[src/rtl/controlador_display_multiplexado_pkg.sv]
// Shared definitions for the multiplexed seven-segment display controller:
// scan state encoding and active-low {g,f,e,d,c,b,a} glyph constants.
package pkg_display;

    typedef enum logic [1:0] {
        INACTIVO = 2'd0,
        MOSTRAR  = 2'd1,
        GUARDA   = 2'd2
    } estado_t;

    localparam logic [6:0] SEG_0 = 7'b1000000;
    localparam logic [6:0] SEG_1 = 7'b1111001;
    localparam logic [6:0] SEG_2 = 7'b0100100;
    localparam logic [6:0] SEG_3 = 7'b0110000;
    localparam logic [6:0] SEG_4 = 7'b0011001;
    localparam logic [6:0] SEG_5 = 7'b0010010;
    localparam logic [6:0] SEG_6 = 7'b0000010;
    localparam logic [6:0] SEG_7 = 7'b1111000;
    localparam logic [6:0] SEG_8 = 7'b0000000;
    localparam logic [6:0] SEG_9 = 7'b0010000;
    localparam logic [6:0] SEG_A = 7'b0001000;
    localparam logic [6:0] SEG_B = 7'b0000011;
    localparam logic [6:0] SEG_C = 7'b1000110;
    localparam logic [6:0] SEG_D = 7'b0100001;
    localparam logic [6:0] SEG_E = 7'b0000110;
    localparam logic [6:0] SEG_F = 7'b0001110;

    localparam logic [6:0] SEG_APAGADO = 7'b1111111;

endpackage

[src/rtl/controlador_display_multiplexado_deco.sv]
// Combinational hex nibble to common-anode seven-segment decoder.
// Anything not a clean 0-F (e.g. X) falls back to all segments off.
module deco_siete_segmentos
    import pkg_display::*;
(
    input  logic [3:0] nibble,
    output logic [6:0] segmentos
);

    always_comb begin
        segmentos = SEG_APAGADO;
        case (nibble)
            4'h0:    segmentos = SEG_0;
            4'h1:    segmentos = SEG_1;
            4'h2:    segmentos = SEG_2;
            4'h3:    segmentos = SEG_3;
            4'h4:    segmentos = SEG_4;
            4'h5:    segmentos = SEG_5;
            4'h6:    segmentos = SEG_6;
            4'h7:    segmentos = SEG_7;
            4'h8:    segmentos = SEG_8;
            4'h9:    segmentos = SEG_9;
            4'hA:    segmentos = SEG_A;
            4'hB:    segmentos = SEG_B;
            4'hC:    segmentos = SEG_C;
            4'hD:    segmentos = SEG_D;
            4'hE:    segmentos = SEG_E;
            4'hF:    segmentos = SEG_F;
            default: segmentos = SEG_APAGADO;
        endcase
    end

endmodule

[src/rtl/controlador_display_multiplexado.sv]
// Time-multiplexed seven-segment display controller with guard intervals and
// frame-boundary buffered loads. Define SUPRESION_CEROS_EN to blank leading zeros.
module controlador_display_multiplexado
    import pkg_display::*;
#(
    parameter int NUM_DIGITOS    = 4,
    parameter int CICLOS_MOSTRAR = 50000,
    parameter int CICLOS_GUARDA  = 500
) (
    input  logic                     clk,
    input  logic                     reset,
    input  logic                     Habilitar,
    input  logic [4*NUM_DIGITOS-1:0] Valor,
    input  logic                     Cargar,
    output logic                     Listo,
    output logic [6:0]               Segmentos,
    output logic [NUM_DIGITOS-1:0]   Anodos
);

    localparam int MAXC = (CICLOS_MOSTRAR > CICLOS_GUARDA) ? CICLOS_MOSTRAR : CICLOS_GUARDA;
    localparam int CW   = (MAXC > 1) ? $clog2(MAXC) : 1;
    localparam int IW   = (NUM_DIGITOS > 1) ? $clog2(NUM_DIGITOS) : 1;

    localparam logic [CW-1:0] FIN_MOSTRAR = CW'(CICLOS_MOSTRAR - 1);
    localparam logic [CW-1:0] FIN_GUARDA  = CW'(CICLOS_GUARDA - 1);
    localparam logic [IW-1:0] ULTIMO      = IW'(NUM_DIGITOS - 1);

    estado_t                  estado, estado_sig;
    logic [IW-1:0]            indice, indice_sig;
    logic [CW-1:0]            cuenta, cuenta_sig;
    logic                     frontera;

    logic [4*NUM_DIGITOS-1:0] activo, pendiente;
    logic                     hay_pendiente;

    logic [3:0]               nibble;
    logic [6:0]               seg_deco;
    logic [NUM_DIGITOS-1:0]   anodo_sel;
    logic                     apagar;

    always_ff @(posedge clk) begin
        if (reset) begin
            estado <= INACTIVO;
            indice <= '0;
            cuenta <= '0;
        end else begin
            estado <= estado_sig;
            indice <= indice_sig;
            cuenta <= cuenta_sig;
        end
    end

    // Counter only advances within a state; every transition clears it.
    always_comb begin
        estado_sig = estado;
        indice_sig = indice;
        cuenta_sig = cuenta + CW'(1);
        frontera   = 1'b0;
        if (!Habilitar) begin
            estado_sig = INACTIVO;
            indice_sig = '0;
            cuenta_sig = '0;
        end else begin
            case (estado)
                INACTIVO: begin
                    estado_sig = MOSTRAR;
                    indice_sig = '0;
                    cuenta_sig = '0;
                end
                MOSTRAR: begin
                    if (cuenta == FIN_MOSTRAR) begin
                        estado_sig = GUARDA;
                        cuenta_sig = '0;
                    end
                end
                GUARDA: begin
                    if (cuenta == FIN_GUARDA) begin
                        estado_sig = MOSTRAR;
                        cuenta_sig = '0;
                        if (indice == ULTIMO) begin
                            indice_sig = '0;
                            frontera   = 1'b1;
                        end else begin
                            indice_sig = indice + IW'(1);
                        end
                    end
                end
                default: begin
                    estado_sig = INACTIVO;
                    indice_sig = '0;
                    cuenta_sig = '0;
                end
            endcase
        end
    end

    // A pending frame is promoted only where no scan can tear: frame boundary or idle.
    always_ff @(posedge clk) begin
        if (reset) begin
            activo        <= '0;
            pendiente     <= '0;
            hay_pendiente <= 1'b0;
        end else if (hay_pendiente && (estado == INACTIVO || frontera)) begin
            activo        <= pendiente;
            hay_pendiente <= 1'b0;
        end else if (Cargar && !hay_pendiente) begin
            pendiente     <= Valor;
            hay_pendiente <= 1'b1;
        end
    end

    assign Listo = ~hay_pendiente;

    always_comb begin
        nibble    = '0;
        anodo_sel = '1;
        for (int i = 0; i < NUM_DIGITOS; i++) begin
            if (indice == IW'(i)) begin
                nibble       = activo[4*i +: 4];
                anodo_sel[i] = 1'b0;
            end
        end
    end

`ifdef SUPRESION_CEROS_EN
    // Walk down from the top digit; a digit is blank while everything above and including it is zero.
    always_comb begin
        logic todo_cero;
        todo_cero = 1'b1;
        apagar    = 1'b0;
        for (int i = NUM_DIGITOS - 1; i > 0; i--) begin
            todo_cero = todo_cero && (activo[4*i +: 4] == 4'h0);
            if (todo_cero && (indice == IW'(i)))
                apagar = 1'b1;
        end
    end
`else
    assign apagar = 1'b0;
`endif

    deco_siete_segmentos u_deco (
        .nibble    (nibble),
        .segmentos (seg_deco)
    );

    always_ff @(posedge clk) begin
        if (reset) begin
            Anodos    <= '1;
            Segmentos <= SEG_APAGADO;
        end else if (estado == MOSTRAR && !apagar) begin
            Anodos    <= anodo_sel;
            Segmentos <= seg_deco;
        end else begin
            Anodos    <= '1;
            Segmentos <= SEG_APAGADO;
        end
    end

endmodule

[config.mk]
export PLATFORM = sky130hd
export DESIGN_NAME = controlador_display_multiplexado
export DESIGN_NICKNAME = d
export VERILOG_FILES = /design/src/rtl/controlador_display_multiplexado_pkg.sv /design/src/rtl/controlador_display_multiplexado_deco.sv /design/src/rtl/controlador_display_multiplexado.sv
export SDC_FILE = /design/constraint.sdc
export NUM_CORES = 1
export LEC_CHECK = 0
export CAP_MARGIN = 10
export CORE_UTILIZATION = 40
export DETAILED_ROUTE_END_ITERATION = 8
export HOLD_SLACK_MARGIN = 0.03
export PLACE_DENSITY = 0.69
export RECOVER_POWER = 50
export SYNTH_ARGS = -nofsm -noshare
export SYNTH_HDL_FRONTEND = slang
export SYNTH_HIERARCHICAL = 1
export SYNTH_SLANG_ARGS = --single-unit
[constraint.sdc]
create_clock -name clk -period 3 [get_ports clk]
set_input_delay 0.3 -clock clk [delete_from_list [all_inputs] [get_ports clk]]
set_output_delay 0.3 -clock clk [all_outputs]
set_load 0.05 [all_outputs]
==> flow_metrics.tcl <==
set metrics [dict create \
    nets 417 \
    clock_latency_ns 0.34 \
    min_period_ns 2.74 \
    synth-warning-count 6 \
    ctsHtreeMaxLevel 3 \
    grt_max_degree 59 \
    core_um2 7290 \
    r2r_slack_ns 0.26 \
    synth_cell_types 39 \
    fp.dieW_um 89.2 \
    cpLargestDelayFamily "adder cells" \
    synthArstFlopShare_pct 0 \
    place_hpwl_um 3990 \
    ant_nets 0 \
    synth_cells 346 \
    fp-row-count 31 \
    hold_depth 2 \
    routed_via_density 4.71 \
    crit_required_ns 3.23 \
    cts_root_buf "clkbuf_8" \
    synth_edf_count 0 \
    mostFrequentLayoutCell "dfxtp_1" \
    syn_area_um2 3040 \
    worst_pin_slew_ns 1.87 \
    status "finished, violations left" \
    start_kind "flip-flop" \
    cts.sink_count 64 \
    drv_slew 59 \
    worst_r2r_path_depth 11 \
    final_cell_mix "dfxtp_1 (64), nand2_1 (53), nand2b_1 (33)" \
    clk_pin_slew_ns 0.08 \
    antenna_found_initial 0 \
    skew_ns 0.0138 \
    worstHoldStart "pendiente[14]$_SDFFE_PP0P_" \
    worst_path_most_repeated_cell "inv_1" \
    worst_path_max_delay_cell "mux4_1" \
    post_cts_buffers 0 \
    setup_tns_ns 0 \
    slew_headroom_pct -25.0 \
    routed-via-count 2282 \
    path_depth 11 \
    dr.pass1.iters 4 \
    track_usage_pct 15.6 \
    rsz0062_at_grt "no" \
    critPathBufInv 3 \
    power_leakage_nw 1.30 \
    cp-end-kind "flip-flop" \
    gp_congestion 0.846 \
    fin_crit_sh_pct 91.3 \
    fin_util_pct 49.9 \
    overflow 0 \
    die_h_um 89.2 \
    area_growth_pct 19.8 \
    setup_violations 0 \
    wl_per_cell_um 11.8 \
    fp.dieArea_um2 7950 \
    critPathMaxStageDelay_ns 0.48 \
    start_util_pct 41.7 \
    synth-seq-area-share_pct 42.2 \
    power.density_nw_per_um2 479 \
    rr_startpoint "indice[1]$_SDFFE_PP0P_" \
    crit_path_max_fanout 9 \
    cts_tree "built" \
    drive_above_1_share_pct 7.01 \
    reg2reg_to "Segmentos[3]$_SDFF_PP1_" \
    grt_pass1_vias 2070 \
    antenna_cells 0 \
    critical_path_class "reg -> reg" \
    syn_nets 382 \
    fmax_ghz 0.365 \
    ys_ff_latch 64 \
    avgSynthCellArea_um2 8.78 \
    route.detailed.drc 0 \
    io_buffer_count 31 \
    violations "max-capacitance violations, max-slew violations" \
    numCtsBuffers 9 \
    hold_violations 0 \
    ir_drop_mv 0.291 \
    wirelength_um 5700 \
    holdPathEnd "pendiente[14]$_SDFFE_PP0P_" \
    hold_class "reg -> reg" \
    grt_pass1_wl_um 9370 \
    whs_ns 0.456 \
    io_pins 32 \
    cts_resized 0 \
    path_cells "inv_1 -> ha_1 -> nand3b_1 -> a21oi_1 -> a21oi_1 -> o21ai_0 -> inv_1 -> ha_1 -> inv_1 -> mux4_1 -> or3_1" \
    ys.flop_type "dfxtp_1" \
    drt-initial-drc-count 76 \
    cts_buffer_depth 2 \
    cp.arrival_ns 2.97 \
    cap_violations 1 \
    holdBufCountCts 0 \
]
[metal layers]
layer	wire length (um)	vias to the layer above	part of all wire, %	GRT usage, %
li1	-	1237	-	-
met1	2940	1004	51	20.5
met2	2470	32	43	23.6
met3	197	9	3.5	4.89
met4	93	0	1.6	6.78
met5	0	-	0	0
[flip-flops by register name (all words and copies together), names as in the netlist]
name,flops
cuenta,16
estado,2
activo,16
indice,2
Segmentos,7
hay_pendiente,1
pendiente,16
Anodos,4
[how the worst max path moves through the flow]
stage / endpoint / slack, ns / from
after detailed placement: Segmentos[3]$_SDFF_PP1_ / 0.28 / indice[1]$_SDFFE_PP0P_
final: Segmentos[3]$_SDFF_PP1_ / 0.26 / indice[1]$_SDFFE_PP0P_
after CTS: Segmentos[3]$_SDFF_PP1_ / 0.28 / indice[1]$_SDFFE_PP0P_
after global placement: Segmentos[3]$_SDFF_PP1_ / 0.39 / indice[1]$_SDFFE_PP0P_
after global routing: Segmentos[3]$_SDFF_PP1_ / 0.1 / indice[1]$_SDFFE_PP0P_
after floorplan: Segmentos[3]$_SDFF_PP1_ / 0.14 / indice[1]$_SDFFE_PP0P_
[cell families after synthesis]
group                      synth area share [%]
AOI/OAI and AO/OA                          8.81
xor gates and xnor gates                   4.03
adders and majority gates                  6.59
buffers and inverters                      3.66
DFF                                        42.2
muxes                                      8.48
and+or+nand+nor                            26.3
[synth_stat cells (4+ instances only)]
| master | number | area, um2 |
|---|---|---|
| or3_1 | 7 | 43.8 |
| inv_1 | 11 | 41.3 |
| nand2b_1 | 33 | 206 |
| nand2_1 | 53 | 199 |
| mux2i_1 | 22 | 220 |
| nand3_1 | 5 | 25.0 |
| xnor2_1 | 13 | 114 |
| nand3b_1 | 4 | 30.0 |
| nor2_1 | 29 | 109 |
| o21ai_0 | 7 | 35.0 |
| nand4_1 | 6 | 37.5 |
| dfxtp_1 | 64 | 1280 |
| a21oi_1 | 28 | 140 |
| clkbuf_1 | 11 | 41.3 |
| nor3_1 | 4 | 20.0 |
| ha_1 | 16 | 200 |
| nor4_1 | 6 | 37.5 |
[through the flow]
step,worst slack [ns],area (um2),instances,power (mW)
global placement,0.389,3460,469,1.05
global route,0.0983,3640,484,1.82
CTS,0.277,3650,484,1.76
detailed placement,0.276,3460,469,1.06
floorplan,0.136,3040,346,1.00
finish,0.260,3640,484,1.74
[final cells by class]
cell class | count | area, um2
inverter | 11 | 41.3
sequential | 64 | 1280
multi-input combinational | 256 | 1650
fill | 724 | 3650
clock inverter | 6 | 61.3
tap | 99 | 124
clock buffer | 9 | 124
timing repair buffer | 39 | 363
[worst min-delay path, stage by stage (launching register included)]
cell and delay (ns):
dfxtp_1 0.31, nand2_1 0.05, a21oi_1 0.05
[power by group]
part | leakage [nW] | switching (mW) | total, mW | internal [mW]
Sequential | 0.520 | 0.0118 | 0.884 | 0.873
Combinational | 0.688 | 0.0790 | 0.149 | 0.0705
Clock | 0.0948 | 0.334 | 0.710 | 0.376
Note: power is estimated with default switching activity, not from simulation.
